===== src/rtl/qpu_exu_trigger_ctrl_pkg.sv =====
// Shared definitions for the exu trigger controller: state encodings, error-bit indices and
// the default timestamp width.
package qpu_exu_trigger_ctrl_pkg;

    localparam int unsigned TimeWDefault = 16;

    localparam logic [1:0] StIdle  = 2'd0;
    localparam logic [1:0] StRun   = 2'd1;
    localparam logic [1:0] StStall = 2'd2;
    localparam logic [1:0] StErr   = 2'd3;

    localparam int unsigned ErrOvf = 0;
    localparam int unsigned ErrTmo = 1;

    function automatic logic state_busy(input logic [1:0] st);
        return (st == StRun) || (st == StStall);
    endfunction

endpackage


===== src/rtl/qpu_exu_trigger_ctrl_if.sv =====
// Host control and time-queue signals of the trigger controller, bundled as one interface.
interface qpu_exu_trigger_ctrl_if
    import qpu_exu_trigger_ctrl_pkg::*;
#(
    parameter int unsigned TIME_W = TimeWDefault
);
    logic              i_start;
    logic              i_stop;
    logic              i_clr_err;
    logic              i_clk_ena;
    logic              o_trigger;
    logic [TIME_W-1:0] o_clk;
    logic              o_busy;
    logic              o_stall;
    logic [1:0]        o_err;

    modport master (
        output i_start, i_stop, i_clr_err, i_clk_ena,
        input  o_trigger, o_clk, o_busy, o_stall, o_err
    );

    modport slave (
        input  i_start, i_stop, i_clr_err, i_clk_ena,
        output o_trigger, o_clk, o_busy, o_stall, o_err
    );
endinterface


===== src/rtl/qpu_exu_trig_wdog.sv =====
// Stall watchdog: counts consecutive enabled cycles and pulses timeout on the WDOG_LIMIT-th one.
module qpu_exu_trig_wdog #(
    parameter int unsigned WDOG_W     = 12,
    parameter int unsigned WDOG_LIMIT = 4095
) (
    input  logic clk,
    input  logic rst,
    input  logic en,
    input  logic clr,
    output logic timeout
);
    localparam logic [WDOG_W-1:0] LastCnt = WDOG_W'(WDOG_LIMIT - 1);

    logic [WDOG_W-1:0] cnt_q, cnt_d;

    always_comb begin
        cnt_d = cnt_q;
        if (clr) begin
            cnt_d = '0;
        end else if (en) begin
            cnt_d = cnt_q + 1'b1;
        end
    end

    always_ff @(posedge clk or posedge rst) begin
        if (rst) begin
            cnt_q <= '0;
        end else begin
            cnt_q <= cnt_d;
        end
    end

    assign timeout = en && !clr && (cnt_q == LastCnt);
endmodule


===== src/rtl/qpu_exu_trigger_ctrl.sv =====
// Exu time-queue sequencer: owns the experiment timestamp and trigger. Define QPU_TRIG_WDOG_EN to
// add the stall watchdog (timeout error); otherwise STALL may last indefinitely.
module qpu_exu_trigger_ctrl
    import qpu_exu_trigger_ctrl_pkg::*;
#(
    parameter int unsigned TIME_W     = TimeWDefault,
    parameter int unsigned WDOG_W     = 12,
    parameter int unsigned WDOG_LIMIT = 4095
) (
    input logic                    clk,
    input logic                    rst,
    qpu_exu_trigger_ctrl_if.slave  bus
);
    localparam logic [TIME_W-1:0] TimeMax = '1;

    if (WDOG_LIMIT < 1 || WDOG_LIMIT > (2 ** WDOG_W) - 1) begin : g_bad_wdog_cfg
        $error("WDOG_LIMIT must lie in 1 .. 2**WDOG_W-1");
    end

    logic [1:0]        state_q, state_d;
    logic [TIME_W-1:0] time_q, time_d;
    logic [1:0]        err_q, err_d;
    logic              busy_q, stall_q;
    logic              ovf, timeout;

`ifdef QPU_TRIG_WDOG_EN
    qpu_exu_trig_wdog #(
        .WDOG_W     (WDOG_W),
        .WDOG_LIMIT (WDOG_LIMIT)
    ) u_wdog (
        .clk     (clk),
        .rst     (rst),
        .en      (state_q == StStall),
        .clr     (state_q != StStall),
        .timeout (timeout)
    );
`else
    assign timeout = 1'b0;
`endif

    // Priority: stop > error > clk_ena > start.
    always_comb begin
        state_d = state_q;
        time_d  = time_q;
        err_d   = err_q;
        ovf     = 1'b0;
        case (state_q)
            StIdle: begin
                if (bus.i_start && !bus.i_stop) begin
                    state_d = StRun;
                    time_d  = '0;
                end
            end
            StRun, StStall: begin
                ovf = bus.i_clk_ena && (time_q == TimeMax);
                if (bus.i_stop) begin
                    state_d = StIdle;
                end else if (ovf || timeout) begin
                    state_d        = StErr;
                    err_d[ErrOvf]  = ovf;
                    err_d[ErrTmo]  = timeout;
                end else if (bus.i_clk_ena) begin
                    state_d = StRun;
                    time_d  = time_q + 1'b1;
                end else begin
                    state_d = StStall;
                end
            end
            default: begin
                if (bus.i_clr_err) begin
                    state_d = StIdle;
                    err_d   = '0;
                end
            end
        endcase
    end

    always_ff @(posedge clk or posedge rst) begin
        if (rst) begin
            state_q <= StIdle;
            time_q  <= '0;
            err_q   <= '0;
            busy_q  <= 1'b0;
            stall_q <= 1'b0;
        end else begin
            state_q <= state_d;
            time_q  <= time_d;
            err_q   <= err_d;
            busy_q  <= state_busy(state_d);
            stall_q <= (state_d == StStall);
        end
    end

    assign bus.o_trigger = busy_q;
    assign bus.o_busy    = busy_q;
    assign bus.o_stall   = stall_q;
    assign bus.o_clk     = time_q;
    assign bus.o_err     = err_q;
endmodule


===== src/flat_wrapper.sv =====
// flat-port wrapper written by rule: the top's interface ports become plain ports
module qpu_exu_trigger_ctrl_flat import qpu_exu_trigger_ctrl_pkg::*;
#(
    parameter int unsigned TIME_W     = TimeWDefault,
    parameter int unsigned WDOG_W     = 12,
    parameter int unsigned WDOG_LIMIT = 4095
)
  (clk, rst, bus_i_start, bus_i_stop, bus_i_clr_err, bus_i_clk_ena, bus_o_trigger, bus_o_clk, bus_o_busy, bus_o_stall, bus_o_err);
  qpu_exu_trigger_ctrl_if #(.TIME_W(TIME_W)) bus_i ();
  input logic clk;
  input logic rst;
  input wire logic [$bits(bus_i.i_start)-1:0] bus_i_start;
  input wire logic [$bits(bus_i.i_stop)-1:0] bus_i_stop;
  input wire logic [$bits(bus_i.i_clr_err)-1:0] bus_i_clr_err;
  input wire logic [$bits(bus_i.i_clk_ena)-1:0] bus_i_clk_ena;
  output wire logic [$bits(bus_i.o_trigger)-1:0] bus_o_trigger;
  output wire logic [$bits(bus_i.o_clk)-1:0] bus_o_clk;
  output wire logic [$bits(bus_i.o_busy)-1:0] bus_o_busy;
  output wire logic [$bits(bus_i.o_stall)-1:0] bus_o_stall;
  output wire logic [$bits(bus_i.o_err)-1:0] bus_o_err;
  assign bus_i.i_start = bus_i_start;
  assign bus_i.i_stop = bus_i_stop;
  assign bus_i.i_clr_err = bus_i_clr_err;
  assign bus_i.i_clk_ena = bus_i_clk_ena;
  assign bus_o_trigger = bus_i.o_trigger;
  assign bus_o_clk = bus_i.o_clk;
  assign bus_o_busy = bus_i.o_busy;
  assign bus_o_stall = bus_i.o_stall;
  assign bus_o_err = bus_i.o_err;
  qpu_exu_trigger_ctrl #(.TIME_W(TIME_W), .WDOG_W(WDOG_W), .WDOG_LIMIT(WDOG_LIMIT)) u_core (.clk(clk), .rst(rst), .bus(bus_i));
endmodule

===== config.mk =====
export PLATFORM = sky130hd
export DESIGN_NAME = qpu_exu_trigger_ctrl_flat
export DESIGN_NICKNAME = d
export VERILOG_FILES = /design/src/rtl/qpu_exu_trigger_ctrl_pkg.sv /design/src/rtl/qpu_exu_trigger_ctrl_if.sv /design/src/rtl/qpu_exu_trig_wdog.sv /design/src/rtl/qpu_exu_trigger_ctrl.sv /design/src/flat_wrapper.sv
export SDC_FILE = /design/constraint.sdc
export NUM_CORES = 1
export LEC_CHECK = 0
export CELL_PAD_IN_SITES_DETAIL_PLACEMENT = 1
export CELL_PAD_IN_SITES_GLOBAL_PLACEMENT = 2
export CORE_ASPECT_RATIO = 0.7
export CORE_MARGIN = 2
export CORE_UTILIZATION = 31
export CTS_CLUSTER_SIZE = 8
export DETAILED_ROUTE_END_ITERATION = 7
export HOLD_SLACK_MARGIN = 0.12
export PLACE_DENSITY_LB_ADDON = 0.1
export SKIP_LAST_GASP = 1
export SLEW_MARGIN = 20
export SYNTH_ARGS = -nofsm -noshare
export SYNTH_HDL_FRONTEND = slang
export SYNTH_HIERARCHICAL = 1
export SYNTH_SLANG_ARGS = --single-unit

===== constraint.sdc =====
create_clock -name clk -period 5.5 [get_ports clk]
set_input_delay 0.55 -clock clk [delete_from_list [all_inputs] [get_ports clk]]
set_output_delay 0.55 -clock clk [all_outputs]
set_load 0.05 [all_outputs]

# Word-level counts from Yosys, hierarchy flattened
# Cells that the tools add are included.
# classes
addsub,1
eq_ne,10
muxes,15
bitwise_logic,1
n_reduce_logical,10
# ops
operator,n
$mux W16,4
$pmux W16 S2,1
$add A16 B1 Y16 const B,1
$eq A16 B16 Y1 const B,1
$mux W2,8
$pmux W2 S2,2
$ne A2 B2 Y1 const B,3
$reduce_and A5 Y1,1
$eq A2 B1 Y1 const B,2
$eq A2 B2 Y1 const B,2
$ne A2 B1 Y1 const B,2
$reduce_and A4 Y1,1
$reduce_bool A2 Y1,2
$logic_and A1 B1 Y1,2
$logic_not A2 Y1,1
$reduce_or A2 Y1,1
$logic_not A1 Y1,1
$logic_or A1 B1 Y1,1
$not A1 Y1,1
# word_totals
ff_bits,22
inputBits,6
out_inout_bits,21
elab_cells,42

# Logic depth before layout (Yosys ltp)
# Gate-level depths: netlist (run 1).
# depth
ltp_word,7
depth_mapped,11
mapped_depth_nobuf,7

# Least setup slack after synthesis (run 1)
# OpenSTA, ideal clock, no wires.
# synth_timing
kind,flip-flop to flip-flop
startpoint,reg u_core.time_q[0] (netlist: u_core/bus.o_clk[0])
endpoint,reg u_core.time_q[3] (netlist: u_core/bus.o_clk[3])
setup_ns,0.069
t_arrival_ns,2.361
required_time_ns,5.431
path_slack_ns,3.070
path_stages_with_launch,9
path_buffers,2
synth_period_minus_slack_ns,2.430
cell_sequence,dfrtp_1 > ha_1 > nand4_1 > or4_1 > o21bai_1 > buf_2 > buf_4 > nand2_1 > nand3_1
# synth_via
elab_chain_cells,5
word_cells_on_any_way,9
cone_classes,1 x add/sub; 2 x eq/ne; 4 x mux; 2 x reduce/logical
# synth_lines
element,line_no,rtl
start: declaration,qpu_exu_trigger_ctrl.sv:21,"logic [TIME_W-1:0] time_q, time_d;"
start signal: assignment,qpu_exu_trigger_ctrl.sv:87,time_q <= time_d;
$add A16 B1 Y16,qpu_exu_trigger_ctrl.sv:64,time_d = time_q + 1'b1;
$mux W16,qpu_exu_trigger_ctrl.sv:62,end else if (bus.i_clk_ena) begin
$mux W16,qpu_exu_trigger_ctrl.sv:58,end else if (ovf || timeout) begin
$mux W16,qpu_exu_trigger_ctrl.sv:56,if (bus.i_stop) begin
$pmux W16 S2,qpu_exu_trigger_ctrl.sv:47,case (state_q)
# Parallel ways exist; a longest one is shown, timed or not. The select of a mux whose other input is x is not followed.
# A chain may end at the register's enable or synchronous reset.

# Worst setup path in the final report (run 1)
# layout_timing
startpoint,reg u_core.state_q[0]
endpoint,reg u_core.time_q[3] (netlist: u_core/bus.o_clk[3])
# layout_via
elab_chain_cells,4
word_cells_on_any_way,11
cone_classes,6 x eq/ne; 1 x mux; 4 x reduce/logical
# layout_lines
element,line_no,rtl
start: declaration,qpu_exu_trigger_ctrl.sv:20,"logic [1:0] state_q, state_d;"
start signal: assignment,qpu_exu_trigger_ctrl.sv:80,state_q <= StIdle;
start signal: assignment,qpu_exu_trigger_ctrl.sv:86,state_q <= state_d;
$eq A2 B1 Y1 / $eq A2 B2 Y1 (equally long branches),qpu_exu_trigger_ctrl.sv:47,
$reduce_or A2 Y1,qpu_exu_trigger_ctrl.sv:47,
$ne A2 B2 Y1 (no source line) / $reduce_bool A2 Y1 (equally long branches),--,
$reduce_and A5 Y1 (no source line),--,
# Parallel ways exist; a longest one is shown, timed or not.

==> results of run 1 <==
==> metrics by stage <==
| stage | utilization | power, mW | std cells | instance area (sq um) |
|---|---|---|---|---|
| 6_report | 0.400 | 1.04 | 221 | 1560 |
| 2_1_floorplan | - | 0.759 | 147 | 1240 |
| 4_1_cts | 0.400 | 1.06 | 221 | 1560 |
| 3_3_place_gp | 0.387 | 0.929 | 217 | 1510 |
| 3_5_place_dp | 0.387 | 0.946 | 217 | 1510 |
| 5_1_grt | 0.400 | 1.13 | 221 | 1560 |
==> placed cells by master (no fill, tap or decap), types with 3 or more instances in the layout <==
cell type                         netlist  final
sky130_fd_sc_hd__clkbuf_8               0      3
sky130_fd_sc_hd__clkdlybuf4s50_1        0     25
sky130_fd_sc_hd__dfrtp_1               21     21
sky130_fd_sc_hd__ha_1                   4      4
sky130_fd_sc_hd__inv_1                  8      8
sky130_fd_sc_hd__mux2i_1                5      5
sky130_fd_sc_hd__nand2_1               29     29
sky130_fd_sc_hd__nand3_1               12     12
sky130_fd_sc_hd__nand4_1                5      5
sky130_fd_sc_hd__nor2_1                10     10
sky130_fd_sc_hd__nor3_1                 4      4
sky130_fd_sc_hd__o21ai_0               12     12
sky130_fd_sc_hd__or4_1                  3      3
==> worst paths after layout <==
| path | end | slack [ps] |
|---|---|---|
| setup / recovery | u_core/bus.o_clk[3] | 2740 |
| hold / removal | u_core/bus.o_err[0] | 500 |
| setup reg to reg | u_core/bus.o_clk[3] | 2740 |
| hold reg to reg | u_core/bus.o_err[0] | 500 |
| max in group asynchronous | u_core/bus.o_clk[9] | 4230 |
| min in group asynchronous | u_core/state_q[1] | 750 |
==> worst min-delay path: stages (launching register included) <==
cell                      delay, ps
sky130_fd_sc_hd__dfrtp_1        360
sky130_fd_sc_hd__nand2_1         60
sky130_fd_sc_hd__o41ai_1         50
==> metal layers <==
metal / GRT usage / wire (um)
met3: 0.0396 / 93
met2: 0.255 / 1440
met1: 0.238 / 1770
met4: 0.0266 / 13
met5: 0 / 0
==> where the power goes <==
group	switching (mW)	total [mW]	internal (mW)
registers	0.0899	0.309	0.220
clock network	0.0563	0.108	0.0512
logic	0.418	0.626	0.208
==> registers in the layout, indices dropped and copies added (netlist names) <==
| register | flops |
|---|---|
| u_core/bus.o_err | 1 |
| u_core/bus.o_busy | 1 |
| u_core/bus.o_stall | 1 |
| u_core/bus.o_clk | 16 |
| u_core/state_q | 2 |
==> logic make-up after synthesis <==
kind of cell               Yosys count  share of synthesized area
other                                1                    0.00301
buffers and inverters               16                     0.0714
AOI/OAI and AO/OA                   26                      0.131
and+or+nand+nor                     74                      0.292
muxes                                5                     0.0402
adders and majority gates            4                     0.0402
DFF                                 21                      0.422
==> final cells by class <==
cell class | instances | area (sq um)
inverters | 8 | 30.0
fillers | 476 | 2340
well taps | 52 | 65.1
clock buffers | 3 | 41.3
clock inverters | 1 | 7.51
flip-flops and latches | 21 | 526
repair buffers | 26 | 258
multi-input cells | 110 | 631
==> impl_metrics.tcl, run 1 <==
set metrics [dict create \
    outcome "completed" \
    ys_types 35 \
    synth_commonest_cells "29 x sky130_fd_sc_hd__nand2_1, 21 x sky130_fd_sc_hd__dfrtp_1, 12 x sky130_fd_sc_hd__nand3_1, 12 x sky130_fd_sc_hd__o21ai_0, 10 x sky130_fd_sc_hd__nor2_1" \
    hp-start "u_core/bus.o_err[0]" \
    tightest_slew_ps 842 \
    antenna_found_initial 0 \
    core-area_sq_um 3900 \
    number_of_global_route_vias_before_repair 1197 \
    first_pass_iters 4 \
    cp.arrival_ps 2970 \
    synth_top_cell_by_area "sky130_fd_sc_hd__dfrtp_1" \
    postCtsSetupBuffers 0 \
    synth_top_area_share 0.422 \
    vdd_drop_max_mv 0.285 \
    route.detailed.vias_per_inst 5.13 \
    hpwlAfterDp_um 2470 \
    clkSinkCount 21 \
    final_period_minus_worst_setup_slack_ps 2760 \
    grt_usage 0.164 \
    syn_std_cell_area_sq_um 1240 \
    worst_r2r_path_depth 8 \
    synth-async-reset-ratio 1.00 \
    portbufs 25 \
    pre_cts_slack_ps 2730 \
    final_nets 180 \
    synth_top_cells_by_area "sky130_fd_sc_hd__dfrtp_1 42%, sky130_fd_sc_hd__nand2_1 8.7%, sky130_fd_sc_hd__nand3_1 4.8%, sky130_fd_sc_hd__o21ai_0 4.8%, sky130_fd_sc_hd__ha_1 4.0%" \
    routed_len_inst_um 15.0 \
    avgSynthCellArea_sq_um 8.47 \
    globalplace.congestion 0.743 \
    htree_num_levels 1 \
    portion_of_the_post_synthesis_area_used_by_sequential_elements 0.422 \
    static-leakage-power_nw 0.654 \
    tritoncts_clock_tree "done" \
    syn-instance-count 147 \
    std_cell_rows 19 \
    synth_ff_type "sky130_fd_sc_hd__dfrtp_1" \
    crit_path_cell_trace "inv_1 -> ha_1 -> nor2b_4 -> or4_4 -> o21bai_1 -> buf_4 -> or4_1 -> nand3_1" \
    crit_path_end_kind "register" \
    fmax_ghz 0.362 \
    flow.area_growth_from_synthesis_pct 25.1 \
    cts_root_buf "sky130_fd_sc_hd__clkbuf_8" \
    timing.critical_path.slowest_cell_delay_ps 550 \
    grt_first_pass_wirelength_um 5760 \
    critPathBufInv 2 \
    antennaDiodeCount 0 \
    max_cap_violations 0 \
    cts_repair_resize_count 0 \
    final.setup_skew_ps 6.45 \
    p_per_area_nw_per_um2 670 \
    worst_setup_path_startpoint "u_core/state_q[0]" \
    overflow 0 \
    final.setup.tns_ps 0 \
    holdBufCountCts 0 \
    worst_skew_pair.late_latency_ps 270 \
    postRouteWirelength_um 3310 \
    detail_route.iter0.violations 22 \
    hold-worst-slack_ps 500 \
    layout-drive-gt1-share 0.0533 \
    die-area_sq_um 4550 \
    timing.final.crit_share 0.503 \
    hold_viol 0 \
    path_max_fanout 21 \
    report.final.setup_viol 0 \
    timing.critical_path.slowest_stage_cell "sky130_fd_sc_hd__or4_4" \
    initial_core_util 0.319 \
    synth_warnings 6 \
    crit-reg2reg-launch "u_core/state_q[0]" \
    chipWidth_um 79.7 \
    ys_ff_latch 21 \
    cts-buffers-inserted 3 \
    critical_path_class "register to register" \
    maxSlewHeadroom 0.438 \
    setup_repair_after_global_routing_missed_its_margin "no" \
    synth_most_common_cell "sky130_fd_sc_hd__nand2_1" \
    clk_path_buf_depth 2 \
    min_path_cells 2 \
    timing_max_transition_violations_final 0 \
    cp_top_family "simple AND/OR/NAND/NOR gates" \
    drc_errors 0 \
    path_clk_slew_ps 90 \
    num_vias 1134 \
    maximum_number_of_pins_on_one_net_before_global_route_repair 22 \
    nets_in_the_synthesized_netlist 157 \
    timing.hold.worst.class "register to register" \
    antenna_left 0 \
    synth-edff-count 0 \
    cp_data_required_time_ps 5710 \
    worstSetupStartpointType "register" \
    floorplan.io_pins 27 \
    worstSetupPathDepth 8 \
    die_h_um 57.0 \
    least_setup_slack_across_all_paths_after_layout_ps 2740 \
]
Note: power is estimated with default switching activity, not from simulation.
==> run 2, diff against run 1 <==
Settings changed: CORE_UTILIZATION 31 to 26.
Clock period 5.5 ns to 2.2 ns, I/O delays scaled along.
==> run 2 against run 1 <==
Compared with the run above:
- global-route usage decreased by 0.99 points
- die area is 18% higher
- core utilization shrank 1.5 points
- cell count is 15% higher
- non-clock buffer count is 29 higher
- combinational power grew to 3.3 times the previous value
- maximum frequency rose by 32%
- clock-buffer cell count is 1 higher
- worst hold slack got worse by 200 ps
- wire length up 15%
- clock power grew 140%
- power rose to 2.9 times the previous value
==> impl_metrics.tcl, run 2 (same netlist as run 1, synthesis figures left out) <==
set metrics [dict create \
    largest_register_ffs 16 \
    initial_core_util 0.265 \
    cts_root_buf "sky130_fd_sc_hd__clkbuf_8" \
    timing_max_transition_violations_final 0 \
    flow.area_growth_from_synthesis_pct 45.3 \
    setup_repair_after_global_routing_missed_its_margin "no" \
    first_pass_iters 4 \
    htree_num_levels 1 \
    crit-reg2reg-launch "u_core/state_q[0]" \
    die-area_sq_um 5370 \
    report.final.setup_viol 0 \
    worst_skew_pair.late_latency_ps 260 \
    cts-buffers-inserted 3 \
    antenna_found_initial 0 \
    drc_errors 0 \
    overflow 0 \
    antennaDiodeCount 0 \
    hold_viol 0 \
    num_vias 1276 \
    cp_data_required_time_ps 2400 \
    maxSlewHeadroom 0.590 \
    floorplan.io_pins 27 \
    clkSinkCount 21 \
    worstSetupStartpointType "register" \
    outcome "completed" \
    chipWidth_um 86.7 \
    final_nets 209 \
    die_h_um 61.9 \
    maximum_number_of_pins_on_one_net_before_global_route_repair 22 \
    layout.cells.most_common_list "30 x sky130_fd_sc_hd__buf_4, 29 x sky130_fd_sc_hd__nand2_1, 25 x sky130_fd_sc_hd__clkdlybuf4s50_1, 18 x sky130_fd_sc_hd__dfrtp_1, 12 x sky130_fd_sc_hd__nand3_1" \
    path_max_fanout 7 \
    antenna_left 0 \
    max_cap_violations 0 \
    timing.final.crit_share 0.951 \
    final.setup_skew_ps 6.00 \
    worst_r2r_path_depth 7 \
    portbufs 25 \
    regToRegSetupSlack_ps 110 \
    mostFrequentLayoutCell "sky130_fd_sc_hd__buf_4" \
    std_cell_rows 21 \
    layout-drive-gt1-share 0.217 \
    critical_path_class "register to register" \
    crit_path_end_kind "register" \
    final_cell_area_sq_um 1810 \
    clk_path_buf_depth 2 \
    final_period_minus_worst_setup_slack_ps 2090 \
    postRouteWirelength_um 3790 \
    cp.arrival_ps 2290 \
    static-leakage-power_nw 0.794 \
    dpl-instance-area_sq_um 1720 \
    core-area_sq_um 4700 \
    p_per_area_nw_per_um2 1670 \
    vdd_drop_max_mv 0.742 \
    timing.hold.worst.class "input pin to async pin" \
    hpwlAfterDp_um 2850 \
    route.detailed.vias_per_inst 5.00 \
    path_clk_slew_ps 90 \
    worst_setup_path_startpoint "u_core/state_q[0]" \
    tritoncts_clock_tree "done" \
    detail_route.iter0.violations 21 \
    grt_first_pass_wirelength_um 6370 \
    tightest_slew_ps 610 \
    number_of_global_route_vias_before_repair 1263 \
    fmax_ghz 0.478 \
    hold-worst-slack_ps 295 \
    regToRegEndpoint "u_core/bus.o_clk[7]" \
    grt_usage 0.154 \
    globalplace.congestion 0.810 \
    routed_len_inst_um 14.9 \
]
## run 2: cell count changes in the layout (fill, tap and decap cells not counted), sizes merged
| cell | previous run | this run |
|---|---|---|
| buf | 1 | 30 |
| clkbuf | 3 | 4 |
| clkinvlp | 1 | 0 |
## run 2: layout make-up
class | count | area [sq um]
multi-input cells | 110 | 658
clock buffers | 4 | 45.0
repair buffers | 55 | 475
fillers | 560 | 2890
flip-flops and latches | 21 | 529
well taps | 57 | 71.3
inverters | 8 | 30.0
## run 2: how the worst max path moves through the flow
stage	end	slack (ps)	cells after the start
6_report	u_core/bus.o_clk[7]	110	7
5_1_grt	u_core/bus.o_clk[3]	10	7
4_1_cts	u_core/bus.o_clk[7]	40	7
3_5_place_dp	u_core/bus.o_clk[4]	-120	6
3_3_place_gp	u_core/bus.o_clk[7]	-30	6
2_1_floorplan	u_core/bus.o_clk[3]	-20	11
## run 2: power by group
part	switching (mW)	leakage [nW]	internal, mW
combinational	1.27	0.524	0.804
clock	0.134	0.0228	0.129
sequential	0.123	0.247	0.554
## run 2: stage by stage
step / instances / util / total power [mW] / setup slack, ps / TNS, ps
after floorplan: 147 / - / 1.93 / -20.7 / -86.7
after global routing: 255 / 0.385 / 3.23 / 13.6 / 0
after global placement: 249 / 0.366 / 2.65 / -29.8 / -56.8
after CTS: 253 / 0.378 / 2.97 / 39.2 / 0
after detailed placement: 249 / 0.366 / 2.68 / -120 / -868
final: 255 / 0.385 / 3.01 / 108 / 0
## run 2: worst max-delay path, cell delays in order, from the launching register on
cell and delay, ps:
sky130_fd_sc_hd__dfrtp_1 380, sky130_fd_sc_hd__inv_1 120, sky130_fd_sc_hd__ha_4 230, sky130_fd_sc_hd__nor2b_4 120
sky130_fd_sc_hd__or4_4 480, sky130_fd_sc_hd__o21bai_4 220, sky130_fd_sc_hd__or4_1 400, sky130_fd_sc_hd__nand3_1 80
## run 2: repair_timing
| item | 4_1_cts | 5_1_grt |
|---|---|---|
| hold buffers | 0 | 0 |
| setup buffers | 0 | 2 |
| resized for setup | 2 | 2 |
| setup endpoints to repair | 15 | 4 |
| pin swaps | 0 | 0 |
## run 2: layer usage
layer | up-vias | track usage | share of wire
met5 | - | 0 | 0
met4 | 0 | 0.0246 | 0.0050
met3 | 2 | 0.0383 | 0.037
met2 | 21 | 0.247 | 0.44
met1 | 636 | 0.216 | 0.52
li1 | 617 | - | -
